## src/rtl/as_pack.sv

```systemverilog
// as_pack: shared JTAG TAP state encoding and I-Mem loader sizing.
package as_pack;
    localparam int imem_addr_width = 10;
    localparam int instr_width = 32;
    localparam int im_scan_length = imem_addr_width + instr_width + 1;
    localparam logic [7:0] IMDR_IR = 8'h80;
    typedef enum logic [3:0] {
        TAP_TLR, TAP_RTI, TAP_SEL_DR, TAP_CAP_DR, TAP_SH_DR, TAP_EX1_DR, TAP_PAU_DR, TAP_EX2_DR,
        TAP_UPD_DR, TAP_SEL_IR, TAP_CAP_IR, TAP_SH_IR, TAP_EX1_IR, TAP_PAU_IR, TAP_EX2_IR, TAP_UPD_IR
    } tap_state_t;
    function automatic tap_state_t tap_next(input tap_state_t s, input logic tms);
        case (s)
            TAP_TLR:    return tms ? TAP_TLR    : TAP_RTI;
            TAP_RTI:    return tms ? TAP_SEL_DR : TAP_RTI;
            TAP_SEL_DR: return tms ? TAP_SEL_IR : TAP_CAP_DR;
            TAP_CAP_DR: return tms ? TAP_EX1_DR : TAP_SH_DR;
            TAP_SH_DR:  return tms ? TAP_EX1_DR : TAP_SH_DR;
            TAP_EX1_DR: return tms ? TAP_UPD_DR : TAP_PAU_DR;
            TAP_PAU_DR: return tms ? TAP_EX2_DR : TAP_PAU_DR;
            TAP_EX2_DR: return tms ? TAP_UPD_DR : TAP_SH_DR;
            TAP_UPD_DR: return tms ? TAP_SEL_DR : TAP_RTI;
            TAP_SEL_IR: return tms ? TAP_TLR    : TAP_CAP_IR;
            TAP_CAP_IR: return tms ? TAP_EX1_IR : TAP_SH_IR;
            TAP_SH_IR:  return tms ? TAP_EX1_IR : TAP_SH_IR;
            TAP_EX1_IR: return tms ? TAP_UPD_IR : TAP_PAU_IR;
            TAP_PAU_IR: return tms ? TAP_EX2_IR : TAP_PAU_IR;
            TAP_EX2_IR: return tms ? TAP_UPD_IR : TAP_SH_IR;
            default:    return tms ? TAP_SEL_DR : TAP_RTI;
        endcase
    endfunction
endpackage

```

## src/rtl/as_jtag_sync.sv

```systemverilog
// as_jtag_sync: 2-flop synchronisers for the JTAG pins plus tck edge strobes.
module as_jtag_sync (
    input  logic clk_i,
    input  logic rst_i,
    input  logic tck_i,
    input  logic tms_i,
    input  logic tdi_i,
    input  logic trst_i,
    output logic tck_rise_o,
    output logic tck_fall_o,
    output logic tms_o,
    output logic tdi_o,
    output logic trst_o
);
    logic [2:0] tck_q;
    logic [1:0] tms_q, tdi_q, trst_q;
    always_ff @(posedge clk_i or posedge rst_i) begin
        if (rst_i) begin
            tck_q  <= '0;
            tms_q  <= '0;
            tdi_q  <= '0;
            trst_q <= '0;
        end else begin
            tck_q  <= {tck_q[1:0], tck_i};
            tms_q  <= {tms_q[0], tms_i};
            tdi_q  <= {tdi_q[0], tdi_i};
            trst_q <= {trst_q[0], trst_i};
        end
    end
    assign tck_rise_o = tck_q[1] & ~tck_q[2];
    assign tck_fall_o = ~tck_q[1] & tck_q[2];
    assign tms_o      = tms_q[1];
    assign tdi_o      = tdi_q[1];
    assign trst_o     = trst_q[1];
endmodule

```

## src/rtl/as_imem_jtag_loader.sv

```systemverilog
// as_imem_jtag_loader: oversampled JTAG TAP whose IMDR scans become I-Mem write requests.
module as_imem_jtag_loader #(
    parameter int              IR_W    = 8,
    parameter logic [IR_W-1:0] IMDR_IR = as_pack::IMDR_IR,
    parameter int              ADDR_W  = as_pack::imem_addr_width,
    parameter int              DATA_W  = as_pack::instr_width,
    parameter int              SCAN_W  = ADDR_W + DATA_W + 1
) (
    input  logic              clk_i,
    input  logic              rst_i,
    input  logic              tck_i,
    input  logic              trst_i,
    input  logic              tms_i,
    input  logic              tdi_i,
    output logic              tdo_o,
    output logic              imWe_o,
    output logic [ADDR_W-1:0] imAddr_o,
    output logic [DATA_W-1:0] imData_o,
    input  logic              imReady_i,
    output logic              imErr_o
);
    import as_pack::*;
    tap_state_t state_q, state_d;
    logic [IR_W-1:0] ir_q, ir_sr_q;
    logic [SCAN_W-1:0] imdr_q;
    logic [ADDR_W-1:0] addr_q;
    logic [DATA_W-1:0] data_q;
    logic bypass_q, upd_q, tdo_q, we_q, err_q;
    logic tck_rise, tck_fall, tms, tdi, trst, imdr_sel;

    as_jtag_sync u_sync (
        .clk_i(clk_i), .rst_i(rst_i), .tck_i(tck_i), .tms_i(tms_i), .tdi_i(tdi_i), .trst_i(trst_i),
        .tck_rise_o(tck_rise), .tck_fall_o(tck_fall), .tms_o(tms), .tdi_o(tdi), .trst_o(trst)
    );

    assign state_d  = tap_next(state_q, tms);
    assign imdr_sel = ir_q == IMDR_IR;

    always_ff @(posedge clk_i or posedge rst_i) begin
        if (rst_i) begin
            state_q  <= TAP_TLR;
            ir_q     <= IR_W'(1);
            ir_sr_q  <= '0;
            imdr_q   <= '0;
            bypass_q <= 1'b0;
            upd_q    <= 1'b0;
            tdo_q    <= 1'b0;
            we_q     <= 1'b0;
            err_q    <= 1'b0;
            addr_q   <= '0;
            data_q   <= '0;
        end else begin
            upd_q <= 1'b0;
            if (trst) begin
                state_q <= TAP_TLR;
            end else if (tck_rise) begin
                state_q <= state_d;
                // Actions key off the state being left, so the Capture->Shift rise never shifts
                case (state_q)
                    TAP_CAP_IR: ir_sr_q <= IR_W'(1);
                    TAP_SH_IR:  ir_sr_q <= {ir_sr_q[IR_W-2:0], tdi};
                    TAP_CAP_DR: bypass_q <= 1'b0;
                    TAP_SH_DR:  if (imdr_sel) imdr_q <= {imdr_q[SCAN_W-2:0], tdi}; else bypass_q <= tdi;
                    default: ;
                endcase
                if (state_d == TAP_UPD_IR) ir_q <= ir_sr_q;
                upd_q <= state_d == TAP_UPD_DR;
            end
            if (state_q == TAP_TLR) ir_q <= IR_W'(1);
            if (tck_fall)
                tdo_q <= state_q == TAP_SH_IR ? ir_sr_q[IR_W-1] :
                         state_q == TAP_SH_DR ? (imdr_sel ? imdr_q[SCAN_W-1] : bypass_q) : 1'b0;
            if (we_q && imReady_i) we_q <= 1'b0;
            // A new word arriving while a request is still outstanding is dropped, not queued
            if (upd_q && imdr_sel && imdr_q[0]) begin
                if (we_q) begin
                    err_q <= 1'b1;
                end else begin
                    we_q   <= 1'b1;
                    addr_q <= imdr_q[SCAN_W-1 -: ADDR_W];
                    data_q <= imdr_q[DATA_W:1];
                end
            end
        end
    end

    assign tdo_o    = tdo_q;
    assign imWe_o   = we_q;
    assign imAddr_o = addr_q;
    assign imData_o = data_q;
    assign imErr_o  = err_q;
endmodule
```

## config.mk

```make
export PLATFORM = sky130hd
export DESIGN_NAME = as_imem_jtag_loader
export DESIGN_NICKNAME = d
export VERILOG_FILES = /design/src/rtl/as_pack.sv /design/src/rtl/as_jtag_sync.sv /design/src/rtl/as_imem_jtag_loader.sv
export SDC_FILE = /design/constraint.sdc
export NUM_CORES = 1
export LEC_CHECK = 0
export CORE_MARGIN = 2
export CORE_UTILIZATION = 45
export CTS_BUF_LIST = sky130_fd_sc_hd__clkbuf_4 sky130_fd_sc_hd__clkbuf_8
export CTS_CLUSTER_SIZE = 24
export DETAILED_ROUTE_END_ITERATION = 6
export PLACE_DENSITY = 0.74
export SKIP_LAST_GASP = 1
export SLEW_MARGIN = 10
export SYNTH_ARGS = -nofsm -noshare
export SYNTH_HDL_FRONTEND = slang
export SYNTH_SLANG_ARGS = --single-unit
```

## constraint.sdc

```tcl
create_clock -name clk_i -period 5.1 [get_ports clk_i]
set_input_delay 1.02 -clock clk_i [delete_from_list [all_inputs] [get_ports clk_i]]
set_output_delay 1.02 -clock clk_i [all_outputs]
set_load 0.005 [all_outputs]
```

==> impl_metrics.env <==
export IMPL_outcome="finished, final reports clean"
export IMPL_worst_pin_slew_ps=1060
export IMPL_crit_buf_inv=0
export IMPL_num_rows=37
export IMPL_p_per_area_nw_per_um2=328
export IMPL_grt_pass1_vias=2831
export IMPL_syn_area_sq_um=4870
export IMPL_drc_errors=0
export IMPL_ant_nets=0
export IMPL_num_nets_final=397
export IMPL_fin_crit_sh=0.511
export IMPL_p_clk_frac=0.476
export IMPL_hold_path_class="reg2reg"
export IMPL_fin_cells=539
export IMPL_cts_buffers=17
export IMPL_startpoint_type="flip-flop"
export IMPL_synth_cells=337
export IMPL_period_needed_ps=2610
export IMPL_internal_power_mw=1.46
export IMPL_critical_path_class="reg2reg"
export IMPL_cpPeakStageDelay_ps=840
export IMPL_cpMaxStageDelayCell="nand4_4"
export IMPL_crit_family="simple AND/OR/NAND/NOR gates"
export IMPL_nFillCells=824
export IMPL_cts_sinks=119
export IMPL_ys_seq_area_frac=0.612
export IMPL_finalClockSkew_ps=5.75
export IMPL_clk_latency_ps=430
export IMPL_vias=2735
export IMPL_antennaDiodeCount=0
export IMPL_postCtsSetupBuffers=0
export IMPL_power_share_switching=0.238
export IMPL_p_switching_mw=0.456
export IMPL_wl_per_cell_um=14.9
export IMPL_cts_tree="yes"
export IMPL_tns_ps=0
export IMPL_synth_avg_cell_area_sq_um=14.5
export IMPL_grt_overflow_total=0
export IMPL_relSlewSlack=0.292
export IMPL_die_area_sq_um=11700
export IMPL_layout_commonest_cell="dfrtp_1"
export IMPL_ys_ff_latch=119
export IMPL_cp_cell_sequence="nor4_2 -> and2_1 -> nand4_4 -> mux2_4"
export IMPL_hpwl_mm=4.99
export IMPL_max_freq_ghz=0.384
export IMPL_wirelength_mm=8.03
export IMPL_worst_ep_required_time_ps=5410
export IMPL_end_kind="flip-flop"
export IMPL_totalPowerFinal_mw=1.92
export IMPL_crit_fanout=43
export IMPL_initial_core_util=0.468
export IMPL_p_leak_nw=2.86
export IMPL_vias_per_cell=5.07
export IMPL_final_cell_mix="118 x dfrtp_1, 51 x clkdlybuf4s50_1, 46 x mux2_2"
export IMPL_synth_cell_types=45
export IMPL_max_cap_viol_count=0
export IMPL_dr_pass1_iters=4
export IMPL_io_pins=52
export IMPL_cts_resized=0
export IMPL_grt_pass1_wl_mm=13.5
export IMPL_fp_dieW_um=108
export IMPL_root_buffer="clkbuf_8"
export IMPL_finalSetupViolations=0
export IMPL_drt_iter0_drc=98
export IMPL_antenna_found_initial=0
export IMPL_multi_input_area_sq_um=1720
export IMPL_fp_dieH_um=108
export IMPL_grt_max_degree=71
export IMPL_p_seq_frac=0.501
export IMPL_cts_buffer_depth=2
export IMPL_register_area_sq_um=2980
export IMPL_power_frac_comb=0.023
export IMPL_gp_congestion=0.801
export IMPL_syn_num_nets=344
export IMPL_clkTransAtPathRegs_ps=70
export IMPL_placedCellCount=507
export IMPL_finalMaxSlewViolations=0
export IMPL_area_delta_synth_final_pct=20.1
export IMPL_hold_slack_ps=349
export IMPL_ctsHtreeMaxLevel=4
export IMPL_drive_gt1_frac=0.325
export IMPL_finalHoldViolCount=0
export IMPL_port_buffers=51
export IMPL_grt_util_all_layers=0.152
export IMPL_core_area_sq_um=10400
export IMPL_cp_arrival_ps=2920
export IMPL_holdBufCountCts=0
export IMPL_grt_setup_unrepaired="no"
export IMPL_peakVddDrop_mv=0.175
export IMPL_synth_warning_count=0
[power groups by stage]
stage	sequential, mW	combinational [mW]	clock, mW
2_1_floorplan	0.972	0.0356	0
3_3_place_gp	0.978	0.0451	0
3_5_place_dp	0.979	0.0467	0
4_1_cts	0.960	0.0467	0.932
5_1_grt	0.961	0.0528	0.973
6_report	0.960	0.0445	0.913
[routing by layer]
layer	part of all wire	global-route usage	vias up
li1	-	-	1295
met1	0.44	0.186	1367
met2	0.50	0.247	62
met3	0.041	0.0542	11
met4	0.012	0.0577	0
met5	0	0	-
[final cells by class]
class                           instances  share of cell area
Clock buffer                           17              0.0400
Multi-Input combinational cell        193               0.294
Clock inverter                         15              0.0329
Timing Repair Buffer                   53              0.0899
Inverter                                6             0.00428
Sequential cell                       119               0.509
Tap cell                              136              0.0291
[worst reg2reg max path, cell delays in order, from the launching register on]
cell and delay, ps:
dfrtp_1 400, nor4_2 320, and2_1 310, nand4_4 840
mux2_4 620
[through the flow]
step	utilization	setup slack [ps]	cell area (sq um)
finish	0.561	2490	5850
global route	0.561	2340	5850
CTS	0.561	2460	5850
detailed placement	0.520	2470	5420
global placement	0.520	2520	5420
floorplan	-	924	4870
[logic make-up (layout without fill, tap and decap cells)]
group / count (synthesis) / after routing / share of synthesized area
compound gates: 40 / 40 / 0.0514
xor+xnor: 1 / 1 / 0.00180
flops: 119 / 119 / 0.612
simple gates: 66 / 66 / 0.0717
buf+inv: 25 / 91 / 0.0349
mux: 86 / 86 / 0.229
[final timing paths]
kind,start,to,slack (ps),depth (start not counted)
setup / recovery,ir_q[1]$_DFFE_PP0P_,imData_o[23]$_DFFE_PP0P_,2490,4
hold reg to reg,u_sync.tms_q[0]$_DFF_PP0_,u_sync.tms_q[1]$_DFF_PP0_,350,0
setup reg to reg,ir_q[1]$_DFFE_PP0P_,imData_o[23]$_DFFE_PP0P_,2490,4
hold / removal,u_sync.tms_q[0]$_DFF_PP0_,u_sync.tms_q[1]$_DFF_PP0_,350,0
min in group asynchronous,rst_i,imdr_q[38]$_DFFE_PP0P_,1120,2
max in group asynchronous,rst_i,imdr_q[16]$_DFFE_PP0P_,3100,3
[state kept, by name, summed over array words and instances, names as in the netlist, 2 cells and up]
signal         cells
ir_q               8
imAddr_o          10
imdr_q            43
u_sync.tck_q       3
u_sync.tdi_q       2
state_q            4
imData_o          32
ir_sr_q            8
u_sync.tms_q       2
u_sync.trst_q      2
[cells in the mapped netlist]
| cell type | number | share of area |
|---|---|---|
| buf_4 | 1 | 0.0015 |
| nor2_1 | 8 | 0.0062 |
| clkbuf_1 | 5 | 0.0039 |
| buf_6 | 9 | 0.021 |
| nand4_4 | 1 | 0.0044 |
| mux2i_1 | 1 | 0.0021 |
| o22a_1 | 2 | 0.0036 |
| o21ai_2 | 2 | 0.0036 |
| a31oi_1 | 1 | 0.0013 |
| nor2b_2 | 1 | 0.0018 |
| a41o_1 | 1 | 0.0021 |
| a2111oi_0 | 1 | 0.0018 |
| o211ai_1 | 1 | 0.0015 |
| nor4b_2 | 2 | 0.0062 |
| a211o_1 | 1 | 0.0018 |
| and3_1 | 2 | 0.0026 |
| a21oi_1 | 6 | 0.0062 |
| or3b_4 | 1 | 0.0023 |
| nor2b_1 | 2 | 0.0026 |
| nand3_1 | 2 | 0.0021 |
| o22ai_1 | 1 | 0.0013 |
| nor3_2 | 1 | 0.0021 |
| mux2_4 | 39 | 0.12 |
| nor3_1 | 2 | 0.0021 |
| nand2_1 | 36 | 0.028 |
| a311oi_1 | 2 | 0.0036 |
| inv_1 | 6 | 0.0046 |
| o31ai_1 | 1 | 0.0015 |
| nor3b_1 | 1 | 0.0015 |
| dfstp_2 | 1 | 0.0054 |
| buf_2 | 3 | 0.0031 |
| nand2_2 | 1 | 0.0013 |
| or3_1 | 1 | 0.0013 |
| o21ai_1 | 6 | 0.0062 |
| o21ai_0 | 13 | 0.013 |
| xor2_1 | 1 | 0.0018 |
| clkbuf_2 | 1 | 0.0010 |
| nor4_1 | 1 | 0.0013 |
| dfrtp_1 | 118 | 0.61 |
| nand2b_1 | 1 | 0.0013 |
| nand4_1 | 1 | 0.0013 |
| nor4_2 | 1 | 0.0026 |
| mux2_2 | 46 | 0.11 |
| and2_1 | 1 | 0.0013 |
| a221oi_1 | 2 | 0.0036 |
Power figures use the tool's default switching activity.
